[src/rtl/rf_writeback_arbiter_pkg.sv]
// Shared widths and grant encoding for the register-file writeback arbiter.
package rf_writeback_arbiter_pkg;
  localparam int XLEN      = 64;
  localparam int NREG      = 32;
  localparam int REG_IDX_W = 5;

  typedef enum logic {
    GRANT_ALU = 1'b0,
    GRANT_MEM = 1'b1
  } grant_e;
endpackage

[src/rtl/rf_writeback_arbiter_rr_arb2.sv]
// Two-way round-robin arbiter. req[0]/gnt[0] is the ALU and req[1]/gnt[1] is MEM.
module rr_arb2
  import rf_writeback_arbiter_pkg::*;
(
  input  logic       clk,
  input  logic       rst,
  input  logic [1:0] req,
  output logic [1:0] gnt
);

  grant_e r_last_grant;

  // Grant is a function of req and r_last_grant only. Every grant is a
  // transfer, because a requester is granted only while it is valid.
  always_comb begin
    gnt = 2'b00;
    if (!rst) begin
      case (req)
        2'b01:   gnt = 2'b01;
        2'b10:   gnt = 2'b10;
        2'b11:   gnt = (r_last_grant == GRANT_MEM) ? 2'b01 : 2'b10;
        default: gnt = 2'b00;
      endcase
    end
  end

  // Resetting to MEM means the ALU wins the first tie.
  always_ff @(posedge clk) begin
    if (rst) begin
      r_last_grant <= GRANT_MEM;
    end else if (gnt[0]) begin
      r_last_grant <= GRANT_ALU;
    end else if (gnt[1]) begin
      r_last_grant <= GRANT_MEM;
    end
  end

endmodule

[src/rtl/rf_writeback_arbiter.sv]
// Merges the ALU and load writeback ports into one register-file write port,
// and keeps a pending-write scoreboard that drives the hazard output.
module rf_writeback_arbiter
  import rf_writeback_arbiter_pkg::*;
#(
  parameter int XLEN = rf_writeback_arbiter_pkg::XLEN,
  parameter int NREG = rf_writeback_arbiter_pkg::NREG
) (
  input  logic                 clk,
  input  logic                 rst,
  input  logic                 issue_valid,
  input  logic [REG_IDX_W-1:0] issue_rd,
  input  logic                 alu_valid,
  input  logic [REG_IDX_W-1:0] alu_rd,
  input  logic [XLEN-1:0]      alu_data,
  output logic                 alu_ready,
  input  logic                 mem_valid,
  input  logic [REG_IDX_W-1:0] mem_rd,
  input  logic [XLEN-1:0]      mem_data,
  output logic                 mem_ready,
  input  logic [REG_IDX_W-1:0] rs1,
  input  logic [REG_IDX_W-1:0] rs2,
  output logic                 hazard,
  output logic [NREG-1:0]      busy_mask,
  output logic                 RegWrite,
  output logic [REG_IDX_W-1:0] WriteReg,
  output logic [XLEN-1:0]      WriteData
);

  logic [1:0]           w_gnt;
  logic                 w_xfer;
  logic [REG_IDX_W-1:0] w_rd;
  logic [XLEN-1:0]      w_data;
  logic [NREG-1:0]      w_busy_nxt;

  rr_arb2 u_arb (
    .clk (clk),
    .rst (rst),
    .req ({mem_valid, alu_valid}),
    .gnt (w_gnt)
  );

  assign alu_ready = w_gnt[0];
  assign mem_ready = w_gnt[1];
  assign w_xfer    = |w_gnt;
  assign w_rd      = w_gnt[1] ? mem_rd   : alu_rd;
  assign w_data    = w_gnt[1] ? mem_data : alu_data;

  // The set is applied after the clear, so a new producer of the same rd wins.
  always_comb begin
    w_busy_nxt = busy_mask;
    if (w_xfer && (w_rd != '0)) begin
      w_busy_nxt[w_rd] = 1'b0;
    end
    if (issue_valid && (issue_rd != '0)) begin
      w_busy_nxt[issue_rd] = 1'b1;
    end
  end

  // Hazard reads the registered mask, so a clear in this cycle is not forwarded.
  assign hazard = ((rs1 != '0) && busy_mask[rs1]) ||
                  ((rs2 != '0) && busy_mask[rs2]);

  // Write port stage. Writes to x0 are accepted but never reach the file.
  always_ff @(posedge clk) begin
    if (rst) begin
      RegWrite  <= 1'b0;
      WriteReg  <= '0;
      WriteData <= '0;
      busy_mask <= '0;
    end else begin
      RegWrite  <= w_xfer && (w_rd != '0);
      busy_mask <= w_busy_nxt;
      if (w_xfer) begin
        WriteReg  <= w_rd;
        WriteData <= w_data;
      end
    end
  end

endmodule

[config.mk]
export PLATFORM = sky130hd
export DESIGN_NAME = rf_writeback_arbiter
export DESIGN_NICKNAME = d
export VERILOG_FILES = /design/src/rtl/rf_writeback_arbiter_pkg.sv /design/src/rtl/rf_writeback_arbiter_rr_arb2.sv /design/src/rtl/rf_writeback_arbiter.sv
export SDC_FILE = /design/constraint.sdc
export NUM_CORES = 1
export LEC_CHECK = 0
export ABC_AREA = 1
export CAP_MARGIN = 40
export CORE_AREA = 2 2 128 105
export DETAILED_ROUTE_END_ITERATION = 6
export DIE_AREA = 0 0 130 107
export HOLD_SLACK_MARGIN = 0.06
export PLACE_DENSITY_LB_ADDON = 0.05
export SYNTH_ARGS = -nofsm -noshare
export SYNTH_HDL_FRONTEND = slang
export SYNTH_SLANG_ARGS = --single-unit
[constraint.sdc]
create_clock -name clk -period 2.9 [get_ports clk]
set_input_delay 0.58 -clock clk [delete_from_list [all_inputs] [get_ports clk]]
set_output_delay 0.58 -clock clk [all_outputs]
set_load 0.005 [all_outputs]
# After elaboration in Yosys (flattened, before gate mapping)

Index checks and enable logic that the tools add are counted.

Word-level logic and storage cells: 47
Bits of input ports: 158
Output and inout bits: 105
Register bits after elaboration: 103

Equal/unequal tests: 3
Mux-type cells: 17
Magnitude comparators: 6
Reduce and logical (&&, ||, !) cells: 13
Bitwise operators: 3

Operators by type and width:

| cell                                                        | count |
|---|---|
| two-way mux 32 bit                                          | 2 |
| two-way mux 64 bit                                          | 1 |
| AND 32 bit                                                  | 1 |
| NOT 32 bit                                                  | 1 |
| OR 32 bit                                                   | 1 |
| less-than comparator 5 x 6 -> 1 bit (second input constant) | 4 |
| nonzero test 5 bit                                          | 4 |
| binary-select mux 1 bit (select 5 bit)                      | 2 |
| demux 1 bit (select 5 bit)                                  | 2 |
| >= comparator 5 x 1 -> 1 bit (second input constant)        | 2 |
| logical AND 1 bit                                           | 6 |
| two-way mux 1 bit                                           | 6 |
| one-hot mux 2 bit (3 select lines)                          | 1 |
| two-way mux 5 bit                                           | 1 |
| == test 2 bit (second input constant)                       | 2 |
| two-way mux 2 bit                                           | 2 |
| == test 2 x 1 -> 1 bit (second input constant)              | 1 |
| nonzero test 2 bit                                          | 1 |
| OR reduction 2 bit                                          | 1 |
| logical OR 1 bit                                            | 1 |

# Longest topological paths before layout

Depth in word-level cells: 13
Depth in mapped cells: 11
Depth with buffers taken out: 10

# Cells and area by module

From an unflattened synthesis, not the netlist that was laid out.

Cell total of the unflattened synthesis: 906
Area total of the unflattened synthesis: 5,491.5 µm²

Modules (own cells, without submodules):

| module               | times used | area an instance (µm²) | seq. area each (µm²) | cells an instance |
|---|---|---|---|---|
| rf_writeback_arbiter | 1          | 5,424.0                | 2,042.0              | 895 |
| rr_arb2              | 1          | 67.6                   | 20.0                 | 11 |

# Worst setup path before layout

No wires, ideal clock.

Kind: in2out
Start: input port rs2[1]
End: output port hazard
Arrival: 1.545 ns
Path slack: 0.775 ns
Stages on the path: 8
Buffers on the path: 2
Data required time: 2.320 ns
Cells stage by stage: clkbuf_1 clkbuf_1 o211ai_1 nand3_1 nand3_1 nand3_1 nand2_1 nand2_1

Cells in the longest elaborated chain, start to end: 4
Elaborated cells on any way between the ends: 5
Classes of those cells: 2 x mux; 3 x reduce/logical

RTL lines:

| item                                    | RTL line                   | text |
|---|---|---|
| start, declared                         | rf_writeback_arbiter.sv:22 | `input logic [REG_IDX_W-1:0] rs2,` |
| binary-select mux 1 bit (select 5 bit)  | rf_writeback_arbiter.sv:62 | `((rs2 != '0) && busy_mask[rs2]);` |
| two-way mux 1 bit (implied by the code) | rf_writeback_arbiter.sv:62 |  |
| logical AND 1 bit *                     | rf_writeback_arbiter.sv:62 |  |
| logical OR 1 bit *                      | rf_writeback_arbiter.sv:61 | `assign hazard = ((rs1 != '0) && busy_mask[rs1]) \|\|` |
| end, declared                           | rf_writeback_arbiter.sv:23 | `output logic hazard,` |

Mark *: on every way between the ends. The rest lies on a longest branch, timed or not. The select of a mux whose other input is x is not followed.

# Worst setup path in the final report

Start: input port rs2[2]
End: output port hazard

The elaborated chain is that of the path after synthesis.

==> results.json <==
{
  "dr.pass1.iters": 7,
  "worst-r2r-setup-slack_ns": 0.99,
  "clk_latency_ns": 0.34,
  "startpoint_type": "primary input",
  "portBuffers": 262,
  "dp.final_hpwl_um": 14530,
  "synth_nets": 1011,
  "grt_usage_pct": 27.39,
  "first_iter_violations": 483,
  "start_util_pct": 44.14,
  "synth_area_um2": 5579,
  "synth.distinct_cells": 24,
  "synth_warnings": 0,
  "crit_type": "primary input to output pin",
  "drv_slew": 0,
  "grt_max_degree": 68,
  "dieHeight_um": 107,
  "hold_violations": 0,
  "synthCells": 853,
  "antenna_found_initial": 0,
  "io_pins": 263,
  "tightest_slew_ns": 0.7346,
  "multi_input_area_um2": 2860,
  "regArea_um2": 2062,
  "grt_pass1_wl_um": 30330,
  "yosys.area.top_type": "dfxtp_1",
  "vdd_drop_max_mv": 0.3049,
  "synth_area_leaders": "dfxtp_1, nand2_1, nand3_1",
  "synth_area_per_cell_um2": 6.541,
  "final_layout_size_suffix_gt1_share_pct": 4.827,
  "max_stage_delay_ns": 0.59,
  "fill_cells": 1131,
  "clockBufferDepth": 2,
  "max_cap_violations": 0,
  "path_cells": "clkdlybuf4s50_1 > inv_1 > nand3_1 > nand3_1 > nand3_1 > nand2_1 > nand2_1 > clkdlybuf4s50_1",
  "fmax_ghz": 0.3578,
  "ys_seq_area_share_pct": 36.96,
  "hp-class": "register to register",
  "power_uw": 3656,
  "drt_wl_total_um": 19250,
  "finalCritPeriodShare_pct": 96.38,
  "antenna-diode-count": 0,
  "period_minus_slack_ns": 2.795,
  "cts-htree-levels": 3,
  "fin_nets": 1251,
  "clock-sinks": 103,
  "synth.top_cell.area_share_pct": 36.96,
  "vias_per_cell": 5.104,
  "ys_ff_latch": 103,
  "path_clk_slew_ns": 0.06,
  "power.density_nw_per_um2": 417.2,
  "leakage_uw": 0.003766,
  "coreArea_um2": 12640,
  "place_congestion": 0.9187,
  "die_area_um2": 13910,
  "vias": 6498,
  "numCtsBuffers": 9,
  "cts_hold_buffers": 0,
  "ant_nets": 0,
  "clock_skew_ns": 0.005858,
  "wl_per_cell_um": 15.12,
  "placed_cell_area_um2": 8401,
  "drc": 1,
  "post_cts_buffers": 0,
  "root_buffer": "clkbuf_16",
  "die_w_um": 130,
  "rows": 37,
  "violations": "design-rule violations",
  "status": "complete, but fails checks",
  "worstSetupEndpointType": "output pin",
  "slew_headroom_pct": 50.85,
  "fin_area_um2": 8763,
  "overflow": 0,
  "arrival_ns": 2.22,
  "grt_pass1_vias": 5930,
  "critical_path.max_fanout": 5,
  "cp.required_ns": 2.32,
  "cp_slowest_cell": "clkdlybuf4s50_1",
  "cts_tree": "yes",
  "grt_setup_unrepaired": "false",
  "fin_tns_setup_ns": 0,
  "syn2layout_area_growth_pct": 57.08,
  "crit_path_frequent_cell": "nand3_1",
  "finalSetupViolations": 0
}
## registers in the layout, indices dropped and copies added (netlist names)
register,cells
RegWrite,1
WriteReg,5
busy_mask,32
WriteData,64
u_arb.r_last_grant,1
## timing repair
item | 4_1_cts | 5_1_grt
gates cloned | 2 | 0
endpoints found under the setup margin | 1 | 1
pin swaps | 0 | 0
gates resized for setup | 5 | 4
## worst paths after layout
kind / start / cells after the start / endpoint
max reg2reg: u_arb.r_last_grant / 11 / busy_mask[7]
max: rs2[2] / 8 / hazard
min: WriteReg[0] / 2 / WriteReg[0]
min reg2reg: WriteReg[0] / 2 / WriteReg[0]
## Yosys cell counts (all sizes together)
cell type  count
o211ai        83
nand3b         3
clkbuf        37
nor2          37
dfxtp        103
nand3        127
inv          109
a211oi         1
nand4          1
nor3          10
buf           18
a21oi         50
o21ai         22
nand2        252
## report_power, final
part           total, µW  internal [µW]  switching (µW)  leakage (µW)
combinational        879            486             392       0.00278
clock               1230            698             536      0.000143
sequential          1540           1500            46.4      0.000847
## critical path, delay by kind of cell
family / cells / cell delay [ns]
buf+inv: 3 / 1.22
simple gates: 5 / 0.41
## layer usage
layer	vias up	global-route usage, %	wire length, µm
met2	310	43.19	8404
met5	-	0	0
met4	0	6.605	320
met1	2877	36.42	8371
met3	22	8.733	2153
li1	3289	-	-
## cells by family after synthesis
logic type | count (synthesis) | share of synthesized area, %
and+or+nand+nor | 430 | 33.44
buffers and inverters | 164 | 11.77
AOI/OAI and AO/OA | 156 | 17.83
DFF | 103 | 36.96
## final cells by class
type,instances,area share (%)
clock buffers,12,2.813
clock inverters,4,0.6282
inverters,109,4.697
multi-input cells,586,32.64
flip-flops and latches,103,23.53
well taps,175,2.499
repair buffers,284,33.20
## cells in the final DEF (no fill, tap or decap)
cell type	count
a211oi_1	1
a21oi_1	50
buf_12	6
buf_4	13
buf_6	1
bufbuf_16	2
bufinv_16	1
clkbuf_1	2
clkbuf_16	9
clkbuf_2	1
clkbuf_8	1
clkdlybuf4s15_1	1
clkdlybuf4s50_1	258
clkinv_4	2
clkinvlp_4	1
dfxtp_1	103
dlygate4sd2_1	2
inv_1	106
inv_2	2
inv_4	1
nand2_1	244
nand2_2	6
nand2_4	2
nand3_1	126
nand3_2	1
nand3b_1	3
nand4_1	1
nor2_1	34
nor2_4	2
nor2_8	1
nor3_1	10
o211ai_1	83
o21ai_0	19
o21ai_1	2
o21ai_2	1
## through the flow
step	setup slack, ns	utilization [%]	std cells	hold WS, ns
after floorplan	0.7753	-	853	0.4418
after global placement	-0.03869	66.47	1255	0.4497
after detailed placement	-0.04279	66.47	1255	0.4511
after CTS	0.1396	69.36	1273	0.4652
after global routing	0.01046	69.34	1273	0.5084
final	0.1050	69.34	1273	0.4627
Note: power is estimated with default switching activity, not from simulation.
